<file path="config.mk">
export PLATFORM = sky130hd
export DESIGN_NAME = btn_debounce
export DESIGN_NICKNAME = d
export VERILOG_FILES = /design/src/rtl/btn_debounce.sv
export SDC_FILE = /design/constraint.sdc
export NUM_CORES = 1
export LEC_CHECK = 0
export ABC_AREA = 1
export BUFFER_PORTS_ARGS = -buffer_cell sky130_fd_sc_hd__buf_4
export CAP_MARGIN = 0
export CORE_MARGIN = 4
export CORE_UTILIZATION = 60
export CTS_CLUSTER_DIAMETER = 40
export DETAILED_ROUTE_END_ITERATION = 10
export PLACE_DENSITY = 0.79
export SETUP_SLACK_MARGIN = 0.1
export SLEW_MARGIN = 20
export SYNTH_ARGS = -nofsm -noshare
export SYNTH_HDL_FRONTEND = slang
export SYNTH_SLANG_ARGS = --single-unit
</file>
<file path="constraint.sdc">
create_clock -name clk -period 4.4 [get_ports clk]
set_clock_uncertainty 0.15 [all_clocks]
set_input_delay 0.66 -clock clk [delete_from_list [all_inputs] [get_ports clk]]
set_output_delay 0.66 -clock clk [all_outputs]
set_load 0.01 [all_outputs]
</file>
<file path="src/rtl/btn_debounce.sv">
// btn_debounce: turns one raw mechanical push-button level into a clean
// debounced level (q) and a single-cycle press strobe (db_clk).
//
// Structure: two-flop synchronizer -> four-state debounce FSM with a
// stability counter. A level change is accepted only after the
// synchronized input has held the new level for DB_COUNT cycles beyond
// the cycle that first showed it.
//
// Legal configuration: DB_COUNT >= 1 and 2**CNT_W > DB_COUNT.
//
// Optional feature (compile-time macro BTN_DEBOUNCE_AUTO_REPEAT_EN):
// while the button stays accepted as pressed, db_clk re-fires after
// RPT_DELAY cycles and then every RPT_PERIOD cycles. With the macro
// undefined there is no repeat logic and RPT_DELAY/RPT_PERIOD are unused.

module btn_debounce #(
    parameter int unsigned DB_COUNT   = 262144,
    parameter int unsigned CNT_W      = 19,
    parameter int unsigned RPT_DELAY  = 12500000,
    parameter int unsigned RPT_PERIOD = 2500000
) (
    input  logic clk,
    input  logic reset,
    input  logic raw,
    output logic q,
    output logic db_clk
);

    typedef enum logic [1:0] {
        StZero,
        StWait1,
        StOne,
        StWait0
    } state_e;

    // Reload value for the stability counter on entry to a WAIT state.
    localparam logic [CNT_W-1:0] CntLoad = CNT_W'(DB_COUNT - 1);

    logic             s1;
    logic             s2;
    state_e           state;
    logic [CNT_W-1:0] cnt;

`ifdef BTN_DEBOUNCE_AUTO_REPEAT_EN
    localparam int unsigned RptMax = (RPT_DELAY > RPT_PERIOD) ? RPT_DELAY : RPT_PERIOD;
    localparam int unsigned RcntW  = (RptMax > 1) ? $clog2(RptMax) : 1;

    localparam logic [RcntW-1:0] RptDelayLoad  = RcntW'(RPT_DELAY - 1);
    localparam logic [RcntW-1:0] RptPeriodLoad = RcntW'(RPT_PERIOD - 1);

    logic [RcntW-1:0] rcnt;
`else
    // Repeat timing parameters have no hardware in this build.
    logic unused_rpt_cfg;
    assign unused_rpt_cfg = ^{32'(RPT_DELAY), 32'(RPT_PERIOD)};
`endif

    // Two-flop synchronizer; the FSM only ever looks at s2.
    always_ff @(posedge clk or posedge reset) begin
        if (reset) begin
            s1 <= 1'b0;
            s2 <= 1'b0;
        end else begin
            s1 <= raw;
            s2 <= s1;
        end
    end

    // Debounce FSM with registered level, strobe and stability counter.
    always_ff @(posedge clk or posedge reset) begin
        if (reset) begin
            state  <= StZero;
            cnt    <= '0;
            q      <= 1'b0;
            db_clk <= 1'b0;
`ifdef BTN_DEBOUNCE_AUTO_REPEAT_EN
            rcnt   <= '0;
`endif
        end else begin
            // Strobe defaults low so it can never stretch past one cycle.
            db_clk <= 1'b0;
            case (state)
                StZero: begin
                    q <= 1'b0;
`ifdef BTN_DEBOUNCE_AUTO_REPEAT_EN
                    rcnt <= '0;
`endif
                    if (s2) begin
                        state <= StWait1;
                        cnt   <= CntLoad;
                    end
                end

                StWait1: begin
                    q <= 1'b0;
                    if (!s2) begin
                        // Bounce: fall back without touching the outputs.
                        state <= StZero;
                    end else if (cnt == '0) begin
                        state  <= StOne;
                        q      <= 1'b1;
                        db_clk <= 1'b1;
`ifdef BTN_DEBOUNCE_AUTO_REPEAT_EN
                        rcnt   <= RptDelayLoad;
`endif
                    end else begin
                        cnt <= cnt - 1'b1;
                    end
                end

                StOne: begin
                    q <= 1'b1;
                    if (!s2) begin
                        // Leaving ONE freezes the repeat counter.
                        state <= StWait0;
                        cnt   <= CntLoad;
                    end
`ifdef BTN_DEBOUNCE_AUTO_REPEAT_EN
                    else if (rcnt == '0) begin
                        db_clk <= 1'b1;
                        rcnt   <= RptPeriodLoad;
                    end else begin
                        rcnt <= rcnt - 1'b1;
                    end
`endif
                end

                StWait0: begin
                    q <= 1'b1;
                    if (s2) begin
                        // Release bounce: back to ONE, no new strobe.
                        state <= StOne;
`ifdef BTN_DEBOUNCE_AUTO_REPEAT_EN
                        rcnt  <= RptDelayLoad;
`endif
                    end else if (cnt == '0) begin
                        state <= StZero;
                        q     <= 1'b0;
                    end else begin
                        cnt <= cnt - 1'b1;
                    end
                end

                default: begin
                    state <= StZero;
                    q     <= 1'b0;
                end
            endcase
        end
    end

`ifndef SYNTHESIS
    // A strobe only ever occurs while the debounced level is high.
    a_db_implies_q: assert property (@(posedge clk) disable iff (reset) db_clk |-> q);

`ifndef BTN_DEBOUNCE_AUTO_REPEAT_EN
    // Without repeat, a strobe is one cycle wide and marks the 0->1 edge of q.
    a_db_single: assert property (@(posedge clk) disable iff (reset) db_clk |=> !db_clk);
    a_db_on_rise: assert property (@(posedge clk) disable iff (reset)
                                   db_clk |-> (q && !$past(q)));
`endif
`endif

endmodule

</file>
* After elaboration in Yosys (flattened, before gate mapping) *
Index checks and enable logic that the tools add are counted.

operators by class
  mux-type cells = 19
  eq/ne operators = 9
  reduce and logical (&&, ||, !) cells = 4
  add/sub/neg operators = 1

operators with widths
  cell                                                                    count
  19-bit 2-to-1 mux                                                       5
  19-bit case mux with 4 select lines                                     1
  19-bit logical NOT                                                      1
  19-bit by 1-bit subtractor with 19-bit output (second input constant)   1
  2-bit 2-to-1 mux                                                        6
  2-bit inequality test (second input constant)                           4
  2-bit case mux with 4 select lines                                      1
  4-bit AND reduction                                                     2
  3-bit inequality test (second input constant)                           2
  1-bit 2-to-1 mux                                                        5
  2-bit equality test (second input constant)                             2
  1-bit case mux with 4 select lines                                      1
  2-bit by 1-bit equality test with 1-bit output (second input constant)  1
  2-bit logical NOT                                                       1

word-level totals
  bits in registers = 25
  input bits = 3
  logic and storage cells = 39

* Logic depth before layout (Yosys ltp) *
Gate-level depths: netlist (run 1).

  depth after elaboration = 4
  gate-level depth with buffers = 10

* Worst setup path after synthesis (run 1) *
OpenSTA, ideal clock, no wires.

  kind = register to register
  from = reg cnt[0]
  to = reg cnt[9]
  data arrival time = 1416 ps
  cell stages (with the launch flop) = 11
  path slack = 2711 ps
  setup time = 123 ps
  path through = dfrtp_1 > inv_1 > ha_1 > nand2_1 > nor3_2 > nand3_2 > nand2_4 > inv_4 > buf_6 > o21ai_1 > nand2_1

on the way
  cells in the longest elaborated chain, start to end = 4
  elaborated cells on any way between the ends = 6
  classes of those cells = 1 x add/sub; 4 x mux; 1 x reduce/logical

RTL lines
  element                                                                              line     source
  start: declaration                                                                   42       logic [CNT_W-1:0] cnt;
  start signal: assignment                                                             90       cnt <= CntLoad;
  start signal: assignment                                                             107      cnt <= cnt - 1'b1;
  start signal: assignment                                                             116      cnt <= CntLoad;
  19-bit by 1-bit subtractor with 19-bit output or 19-bit logical NOT (tied branches)  n/a
  19-bit 2-to-1 mux *                                                                  99, 136
  19-bit 2-to-1 mux, on equally long branches                                          130, 96
  19-bit case mux with 4 select lines *                                                82       case (state)

Every way passes the cells marked *; elsewhere a longest branch is shown, timed or not. The select of a mux whose other input is x is not followed.
A chain may end at the register's enable or synchronous reset.

* Final worst setup path (run 1) *
  from = reg state[0]
  to = reg cnt[18]

on the way
  cells in the longest elaborated chain, start to end = 3
  elaborated cells on any way between the ends = 10
  classes of those cells = 7 x eq/ne; 1 x mux; 2 x reduce/logical

RTL lines
  element                                            line  source
  start: declaration                                 41    state_e state;
  start signal: assignment                           72    state <= StZero;
  start signal: assignment                           89    state <= StWait1;
  start signal: assignment                           98    state <= StZero;
  2-bit equality test, or another cell as far along  82
  2-bit inequality test (no source line)             n/a
  4-bit AND reduction (no source line)               n/a

Parallel ways exist; a longest one is shown, timed or not.

==> flow_summary_export.csv, run 1 <==
group,metric,value,unit
cells_and_area,final_cell_mix,"nand2_1, dfrtp_1, nand3_1",
drt,first_pass_iters,4,
synth,synth_compound_area_share,9.19,%
setup_path,rr_worst_depth,7,
setup_path,cp_max_fo,31,
pwr,pwr-share-clk,22.3,%
place,portBuffers,4,
global_route,antenna_found_initial,0,
clocking,clock_sinks,25,
place,placedCellCount,236,
global_route,grt_usage,20.0,%
drt,drt-total-wl,2980,um
pwr,power_density,287,nW/um^2
floorplan,initial_core_util,62.6,%
sta,rsz0062_at_grt,"false",
global_route,grt_pass1_wl,5440,um
cells_and_area,fin_area,1600,sq um
clocking,clock_path_buffers,2,
setup_path,critPathLaunchType,"flip-flop",
synth,yosysSeqAreaShare,40.7,%
sta,fin_crit,1.89,ns
pwr,power.switching,0.146,mW
synth,syn_inst,206,
setup_path,crit_top_cell,"nand2_1",
setup_path,r2r_start,"state[0]",
synth,synth_nets,211,
setup_path,crit_type,"reg2reg",
sta,hold_violations,0,
cells_and_area,final_common_cell,"nand2_1",
cells_and_area,antenna_cells,0,
synth,yosys-top-cells-area,"dfrtp_1, nand2_1, nand3_1, o21ai_2, inv_1",
job,maxCapViolations,0,
drt,vias,1283,
synth,synthAdderAreaFrac,1.63,%
setup_path,required,4.47,ns
floorplan,io_pins,5,
clocking,cts.reportedPaths.clkPinSlew,0.13,ns
cells_and_area,syn_to_final_growth,3.74,%
synth,synthSimpleGateAreaFrac,37.7,%
sta,slew_headroom,38.5,%
cells_and_area,final_layout_size_suffix_gt1_share,16.7,%
floorplan,row_count,18,
drt,via_per_inst,5.35,
sta,setup_viol,0,
clocking,worstSkewPairLatency,0.31,ns
synth,synth_top_cell_by_area,"dfrtp_1",
setup_path,cp_slowest_cell,"dfrtp_1",
floorplan,core_area,2450,sq um
synth,avgSynthCellArea,7.46,sq um
clocking,cts_tree,"done",
synth,ys_types,22,
clocking,post_cts_resized,0,
drt,drc,0,
pwr,swShare,32.0,%
synth,synth_top_area_share,40.7,%
synth,muxShareOfSynthArea,0,%
floorplan,die_area,3440,sq um
global_route,gr-total-overflow,0,
place,place_area,1570,sq um
cells_and_area,stdcell_count,240,
setup_path,crit_path_end,"cnt[18]",
synth,ys_warn_count,0,
setup_path,end_kind,"flip-flop",
setup_path,critPathLaunch,"state[0]",
floorplan,dieWidth,58.6,um
clocking,cts_hold_buf,0,
pwr,seqPwrFrac,58.9,%
setup_path,slowest_delay,0.69,ns
global_route,grt_max_degree,32,
drt,final_antenna_net_count,0,
min_path,min_path_type,"reg2reg",
sta,fmax,0.530,GHz
sta,drv_slew,0,
sta,setup-tns-final,0,ns
pwr,pwr-share-comb,18.8,%
drt,routedWlPerCell,12.4,um
synth,synth_area,1540,sq um
place,gp_congestion,0.843,
pwr,p_int,0.311,mW
setup_path,worst-endpoint-arrival,1.95,ns
clocking,cts_buffers,3,
setup_path,r2r_slack,2.51,ns
cells_and_area,fin_nets,216,
global_route,grt_pass1_vias,1227,
pwr,peakVddDrop,0.206,mV
drt,first_iter_violations,34,
clocking,clockRootBuffer,"clkbuf_4",
synth,synthXorXnorAreaFrac,2.85,%
sta,worst_slew_pin_slew,0.921,ns
place,dp.final_hpwl,2270,um
setup_path,path_cells,"nand2_1, nor3_2, nand3_2, nand2_4, inv_4, nand3_1, nand2_1",
sta,fin_crit_sh,42.9,%
setup_path,rr_endpoint,"cnt[18]",
pwr,p_leak,0.739,nW
clocking,cts_setup_buffers,0,
synth,ys_ff_latch,25,
synth,synth_top_family_by_area,"simple AND/OR/NAND/NOR gates",
outcome,status,"finished, final reports clean",
floorplan,die_h,58.6,um
clocking,cts.htree.levels,1,
synth_stat cells:
library cell   n
nand3_1       23
inv_1         21
nor2_4         1
buf_6          3
nor2_2         7
nand2_1       63
o21ai_0        4
ha_1           2
xnor2_1        1
nand3_2        2
nor3_1         3
nand2_2        3
inv_4          1
dfrtp_1       25
xor2_1         4
nor2_1        21
clkbuf_1       1
o21ai_1        5
nand2_4        1
nor3_2         1
nand4_1        3
o21ai_2       11
power by group through the flow:
stage	logic (mW)	registers [mW]	clock network [mW]
after floorplan	0.0753	0.266	0
after global placement	0.0828	0.272	0
after detailed placement	0.0860	0.273	0
after CTS	0.0866	0.269	0.106
after global routing	0.0989	0.272	0.115
final	0.0861	0.269	0.102
cell type report:
cell class	count	area, sq um
Clock buffer	3	22.5
Multi-Input combinational cell	155	790
Tap cell	30	37.5
Inverter	22	85.1
Sequential cell	25	626
Timing Repair Buffer	4	30.0
Clock inverter	1	5.00
Fill cell	217	860
routing by layer:
layer  wire (um)  track usage [%]
met5           0                0
met4          15             4.85
met3         100             1.97
met2        1470             33.0
met1        1400             28.5
cells by family after synthesis:
group,count (synthesis)
flops,25
fa+ha+maj,2
simple gates,128
buf+inv,26
compound gates,20
xor+xnor,5
flip-flops by register name, summed over array words and instances (netlist names), named ones only:
signal	count
cnt	19
db_clk	1
q	1
s1	1
s2	1
state	1
through the flow:
step                      setup WS, ns  power, mW  hold slack (ns)  utilization (%)
after detailed placement          2.56      0.359            0.193             63.9
final                             2.51      0.457            0.222             65.0
after global placement            2.63      0.355            0.183             63.9
after global routing              2.33      0.486            0.233             65.0
after floorplan                   2.71      0.342            0.181                -
after CTS                         2.52      0.461            0.225             65.0
how the worst min path moves through the flow:
stage	start	end	slack, ns	depth (start not counted)
final	s1	s2	0.22	0
after global routing	s1	s2	0.23	0
after CTS	s1	s2	0.22	0
after detailed placement	s1	s2	0.19	0
after global placement	s1	s2	0.18	0
after floorplan	s1	s2	0.18	0
critical path: cells and delay by family, from the launching register on:
kind          cells  cell delay [ns]
simple gates      6             0.78
flops             1             0.69
buf+inv           1             0.14
Power figures use the tool's default switching activity.
==> run 2: changes to the inputs <==
ABC_AREA = 0   (was 1)
CORE_UTILIZATION = 54   (was 60)
PLACE_DENSITY = 0.76   (was 0.79)
clock period = 1.6 ns   (was 4.4 ns; I/O delays follow)
==> run 2 against run 1 <==
  * The run now ends with negative setup slack left
  * Final area grew 44%
  * Sequential power increased to 2.6 times the previous value
  * Combinational power grew to 3.3 times the previous value
  * Wire length increased by 99%
  * Synthesized area fell by 5.3%
  * Synthesized cell count fell by 27%
  * Die area increased by 4.5%
  * First-iteration DRC count grew to 6.4 times the previous value
  * Critical path type unchanged
  * Largest cell class unchanged
==> flow_summary_export.csv, run 2 <==
group,metric,value,unit
drt,first_pass_iters,8,
synth,synth_top_cell_by_area,"dfrtp_1",
place,dp.final_hpwl,2890,um
drt,via_per_inst,6.98,
setup_path,critPathLaunchType,"flip-flop",
pwr,pwr-share-comb,22.6,%
cells_and_area,regMostFlops,"cnt",
synth,yosys-top-cells-area,"dfrtp_1, mux2i_1, nor2_1, nand3_1, and2_1",
synth,synth_nets,155,
setup_path,r2r_slack,-0.61,ns
synth,ys_ff_latch,25,
pwr,swShare,29.5,%
global_route,grt_pass1_wl,8850,um
sta,setup_viol,23,
setup_path,end_kind,"flip-flop",
drt,drt-total-wl,5930,um
cells_and_area,final_common_cell,"buf_4",
cells_and_area,fin_nets,222,
synth,synth_top_area_share,43.0,%
clocking,clockRootBuffer,"clkbuf_4",
global_route,use_met2,55.2,%
setup_path,slowest_delay,0.60,ns
pwr,pwr-share-clk,23.3,%
cells_and_area,antenna_cells,0,
min_path,hp-start,"s1",
sta,fin_crit_sh,138,%
setup_path,rr_worst_depth,4,
place,gp_congestion,0.924,
min_path,min_path_type,"reg2reg",
outcome,violations,"negative setup slack",
global_route,top_usage_layer,"met2",
floorplan,io_pins,5,
cells_and_area,final_layout_size_suffix_gt1_share,49.1,%
setup_path,required,1.67,ns
pwr,seqPwrFrac,54.1,%
global_route,gr-total-overflow,0,
synth,synth_most_common_cell,"dfrtp_1",
setup_path,crit_type,"reg2reg",
drt,first_iter_violations,219,
pwr,power_density,553,nW/um^2
floorplan,dieWidth,59.9,um
synth,synth_enable_flop_cells,0,
pwr,peakVddDrop,0.629,mV
sta,fmax,0.452,GHz
sta,fin_crit,2.21,ns
floorplan,die_h,59.9,um
clocking,worstSkewPairLatency,0.31,ns
synth,async_reset_ff_share,100,%
sta,worst_slew_pin_slew,0.526,ns
drt,routedWlPerCell,24.1,um
sta,rsz0062_at_grt,"true",
floorplan,core_area,2520,sq um
setup_path,r2r_start,"cnt[16]",
floorplan,die_area,3590,sq um
global_route,grt_usage,33.8,%
global_route,antenna_found_initial,0,
floorplan,initial_core_util,57.7,%
pwr,power.switching,0.374,mW
global_route,grt_pass1_vias,1778,
outcome,status,"finished with violations",
synth,synth_commonest_cells,"dfrtp_1, nor2_1, nand3_1, mux2i_1, and2_1",
job,maxCapViolations,0,
synth,ys_warn_count,0,
synth,ys_types,48,
clocking,cts_tree,"done",
sta,setup_ws,-0.613,ns
drt,final_antenna_net_count,0,
place,portBuffers,4,
cells_and_area,syn_to_final_growth,57.4,%
min_path,hold_depth,0,
min_path,hold_end,"s2",
setup_path,cp_max_fo,5,
pwr,fin_total_pwr,1.27,mW
cells_and_area,largest_reg_flops,19,
clocking,cts_buffers,3,
global_route,met3_usage,6.48,%
global_route,grtUsageMet1,40.1,%
drt,vias,1717,
synth,synth_area,1460,sq um
synth,ys.flop_type,"dfrtp_1",
setup_path,cp_slowest_cell,"or4_4",
drt,drc,0,
synth,syn_inst,150,
clocking,cts.htree.levels,1,
clocking,clock_sinks,25,
sta,slew_headroom,64.7,%
pwr,p_leak,0.890,nW
sta,setup-tns-final,-10.72,ns
global_route,grt_max_degree,26,
clocking,cts.reportedPaths.clkPinSlew,0.15,ns
setup_path,path_cells,"or4_4, nor3_2, nand3_2, mux2_1",
sta,hold_violations,0,
synth,avgSynthCellArea,9.71,sq um
sta,drv_slew,0,
synth,yosysSeqAreaShare,43.0,%
pwr,p_int,0.893,mW
clocking,clock_path_buffers,2,
floorplan,row_count,18,
setup_path,worst-endpoint-arrival,2.28,ns
cells_and_area,final_cell_mix,"buf_4, dfrtp_1, nor2_1",
[run 2: worst max path at each step]
stage | startpoint | endpoint | slack [ns] | depth (start not counted)
floorplan | cnt[2] | cnt[1] | -0.45 | 6
global placement | cnt[6] | cnt[13] | -0.45 | 5
detailed placement | cnt[5] | cnt[13] | -0.56 | 5
CTS | cnt[16] | cnt[0] | -0.48 | 4
global route | cnt[1] | cnt[14] | -0.64 | 8
finish | cnt[16] | flip-flop | -0.61 | 4
[run 2: what timing repair did]
item / 4_1_cts / 5_1_grt
resized for setup: 39 / 10
endpoints found under the setup margin: 23 / 23
endpoints found under the hold margin: 26 / 0
pin swaps: 9 / 7
setup buffers: 10 / 1
hold buffers: 2 / 0
[run 2: power groups by stage]
stage	Clock [mW]	Combinational, mW	Sequential (mW)
after global placement	0	0.195	0.691
after detailed placement	0	0.209	0.693
after global routing	0.322	0.300	0.689
final	0.295	0.286	0.686
after CTS	0.299	0.260	0.683
after floorplan	0	0.117	0.693
[run 2: stage by stage]
| stage | std cells | cell area (sq um) | hold slack (ns) | util [%] | worst slack, ns |
|---|---|---|---|---|---|
| 2_1_floorplan | 150 | 1490 | 0.117 | - | -0.450 |
| 3_3_place_gp | 229 | 1900 | 0.157 | 75.3 | -0.445 |
| 3_5_place_dp | 229 | 1900 | 0.175 | 75.3 | -0.563 |
| 4_1_cts | 245 | 2220 | 0.234 | 87.9 | -0.475 |
| 5_1_grt | 246 | 2290 | 0.250 | 90.9 | -0.639 |
| 6_report | 246 | 2290 | 0.232 | 90.9 | -0.613 |
[run 2: logic make-up (layout without fill, tap and decap cells)]
kind of cell / Yosys count / count (layout) / share of synthesized area, %
xor+xnor: 2 / 2 / 1.20
fa+ha+maj: 2 / 2 / 1.72
mux: 12 / 12 / 8.85
buf+inv: 11 / 77 / 2.92
compound gates: 26 / 26 / 13.0
flops: 25 / 25 / 43.0
simple gates: 72 / 72 / 29.4
[run 2: area by class of cell]
type                            instances  area (sq um)
Inverter                                6          22.5
Fill cell                              90           230
Multi-Input combinational cell        114          1030
Clock buffer                            3          22.5
Tap cell                               30          37.5
Sequential cell                        25           626
Timing Repair Buffer                   67           549
Clock inverter                          1          5.00
[run 2: routing by layer]
| layer | up-vias | share of wire [%] |
|---|---|---|
| met3 | 72 | 9.5 |
| met4 | 0 | 9.9 |
| met5 | - | 0 |
| met2 | 152 | 45 |
| met1 | 803 | 36 |
| li1 | 690 | - |
[run 2: critical path, delay by kind of cell (launching register included)]
kind | cells | cell delay [ns]
simple gates | 3 | 1.19
flops | 1 | 0.42
mux | 1 | 0.36
==> run 3: changes to the inputs <==
CORE_UTILIZATION = 57   (was 54)
CTS_BUF_LIST = sky130_fd_sc_hd__clkbuf_8   (was not set)
PLACE_DENSITY = 0.79   (was 0.76)
SETUP_SLACK_MARGIN = not set   (was 0.1)
==> run 3 against run 2 <==
  * The run still ends with negative setup slack left
  * Critical path depth stayed put
  * Global-route usage is 0.94 points lower
  * Cell count is 0.41% higher
  * Non-clock buffer count is 1 higher
==> flow_summary_export.csv, run 3 (synthesized netlist as in run 2, its figures left out) <==
group,metric,value,unit
outcome,status,"finished with violations",
outcome,violations,"negative setup slack",
clocking,clockRootBuffer,"clkbuf_8",
setup_path,r2r_start,"cnt[16]",
floorplan,die_h,58.5,um
setup_path,worst-endpoint-arrival,2.21,ns
clocking,cts.reportedPaths.clkPinSlew,0.10,ns
setup_path,cp_slowest_cell,"or4_4",
clocking,clock_path_buffers,2,
global_route,grt_max_degree,26,
pwr,p_leak,0.883,nW
place,portBuffers,4,
min_path,min_path_type,"reg2reg",
drt,drc,0,
setup_path,slowest_delay,0.61,ns
place,gp_congestion,0.924,
setup_path,cp_max_fo,5,
floorplan,row_count,18,
drt,first_pass_iters,7,
cells_and_area,fillCellCount,67,
global_route,gr-total-overflow,0,
min_path,hp-start,"s1",
place,post-place-ws,-0.460,ns
global_route,grt_pass1_wl,8340,um
cells_and_area,largest_reg_flops,19,
pwr,fin_total_pwr,1.36,mW
cells_and_area,regMostFlops,"cnt",
drt,first_iter_violations,244,
clocking,cts_buffers,3,
sta,worst_slew_pin_slew,0.510,ns
pwr,peakVddDrop,0.727,mV
clocking,cts_tree,"done",
sta,fin_crit,2.21,ns
sta,fin_crit_sh,138,%
clocking,cts.htree.levels,1,
sta,drv_slew,0,
setup_path,end_kind,"flip-flop",
place,dp.final_hpwl,2960,um
sta,setup_ws,-0.607,ns
cells_and_area,fin_nets,223,
sta,setup_viol,23,
clocking,worstSkewPairLatency,0.28,ns
cells_and_area,final_common_cell,"buf_4",
setup_path,critPathLaunch,"cnt[16]",
setup_path,critPathTopFamily,"simple AND/OR/NAND/NOR gates",
sta,slew_headroom,65.8,%
floorplan,core_area,2450,sq um
cells_and_area,final_cell_mix,"buf_4, dfrtp_1, nor2_1",
drt,drt-total-wl,6550,um
sta,hold_violations,0,
sta,fmax,0.453,GHz
cells_and_area,syn_to_final_growth,60.0,%
cells_and_area,final_layout_size_suffix_gt1_share,51.6,%
floorplan,dieWidth,58.5,um
floorplan,die_area,3430,sq um
setup_path,crit_type,"reg2reg",
cells_and_area,antenna_cells,0,
global_route,grt_usage,32.9,%
setup_path,r2r_slack,-0.61,ns
drt,vias,1790,
sta,rsz0062_at_grt,"true",
drt,routedWlPerCell,26.5,um
setup_path,critPathLaunchType,"flip-flop",
floorplan,initial_core_util,59.3,%
clocking,clock_sinks,25,
drt,via_per_inst,7.25,
pwr,power_density,582,nW/um^2
floorplan,io_pins,5,
drt,final_antenna_net_count,0,
global_route,antenna_found_initial,0,
setup_path,required,1.60,ns
setup_path,worstPathBufferInverterCount,0,
global_route,grt_pass1_vias,1636,
setup_path,crit_top_cell,"or4_4",
cells_and_area,final_core_util,94.9,%
setup_path,path_cells,"or4_4, or4_4, o22ai_1, a21oi_1",
job,maxCapViolations,0,
## run 3: cell count changes in the layout (fill, tap and decap cells not counted), sizes merged
| cell | before | now |
|---|---|---|
| buf | 65 | 66 |
## run 3: worst reg2reg max path: stages, from the launching register on
cell	delay [ns]
dfrtp_1	0.41
or4_4	0.61
or4_4	0.56
o22ai_1	0.23
a21oi_1	0.12
## run 3: final cells by class
type	instances	area, sq um	share of cell area [%]
Inverter	6	22.5	0.967
Multi-Input combinational cell	114	1050	44.9
Sequential cell	25	627	26.9
Timing Repair Buffer	68	551	23.6
Clock inverter	1	5.00	0.215
Tap cell	30	37.5	1.61
Clock buffer	3	41.3	1.77
## run 3: path summary, 6_finish.rpt
check	end	cells past startpoint
max reg2reg	cnt[2]	4
min in group asynchronous	s1	4
min reg2reg	s2	0
max in group asynchronous	cnt[3]	4
min	s2	0
max	cnt[2]	4
## run 3: power by group
group | switching, mW | internal, mW
registers | 0.0407 | 0.659
clock network | 0.220 | 0.175
logic | 0.145 | 0.115
## run 3: through the flow
stage                     cells  hold WS (ns)  instance area (sq um)  TNS (ns)
after floorplan             150         0.117                   1490     -7.23
after global placement      237         0.158                   1960     -7.52
after detailed placement    237         0.200                   1960     -8.76
after CTS                   244         0.224                   2180     -8.35
after global routing        247         0.240                   2330    -11.99
final                       247         0.224                   2330    -11.15
## run 3: layer usage
layer,up-vias,GRT usage [%],routed length [um]
met5,-,0,0
met4,0,14.2,537
met3,73,3.29,696
met2,181,56.5,3010
met1,839,42.0,2310
li1,697,-,-
## run 3: timing repair
action | in CTS | in global routing
resized for setup | 26 | 23
hold buffers | 2 | 0
buffers inserted | 2 | 4
pin swaps | 5 | 11
hold endpoints to repair | 26 | 0
endpoints found under the setup margin | 23 | 23
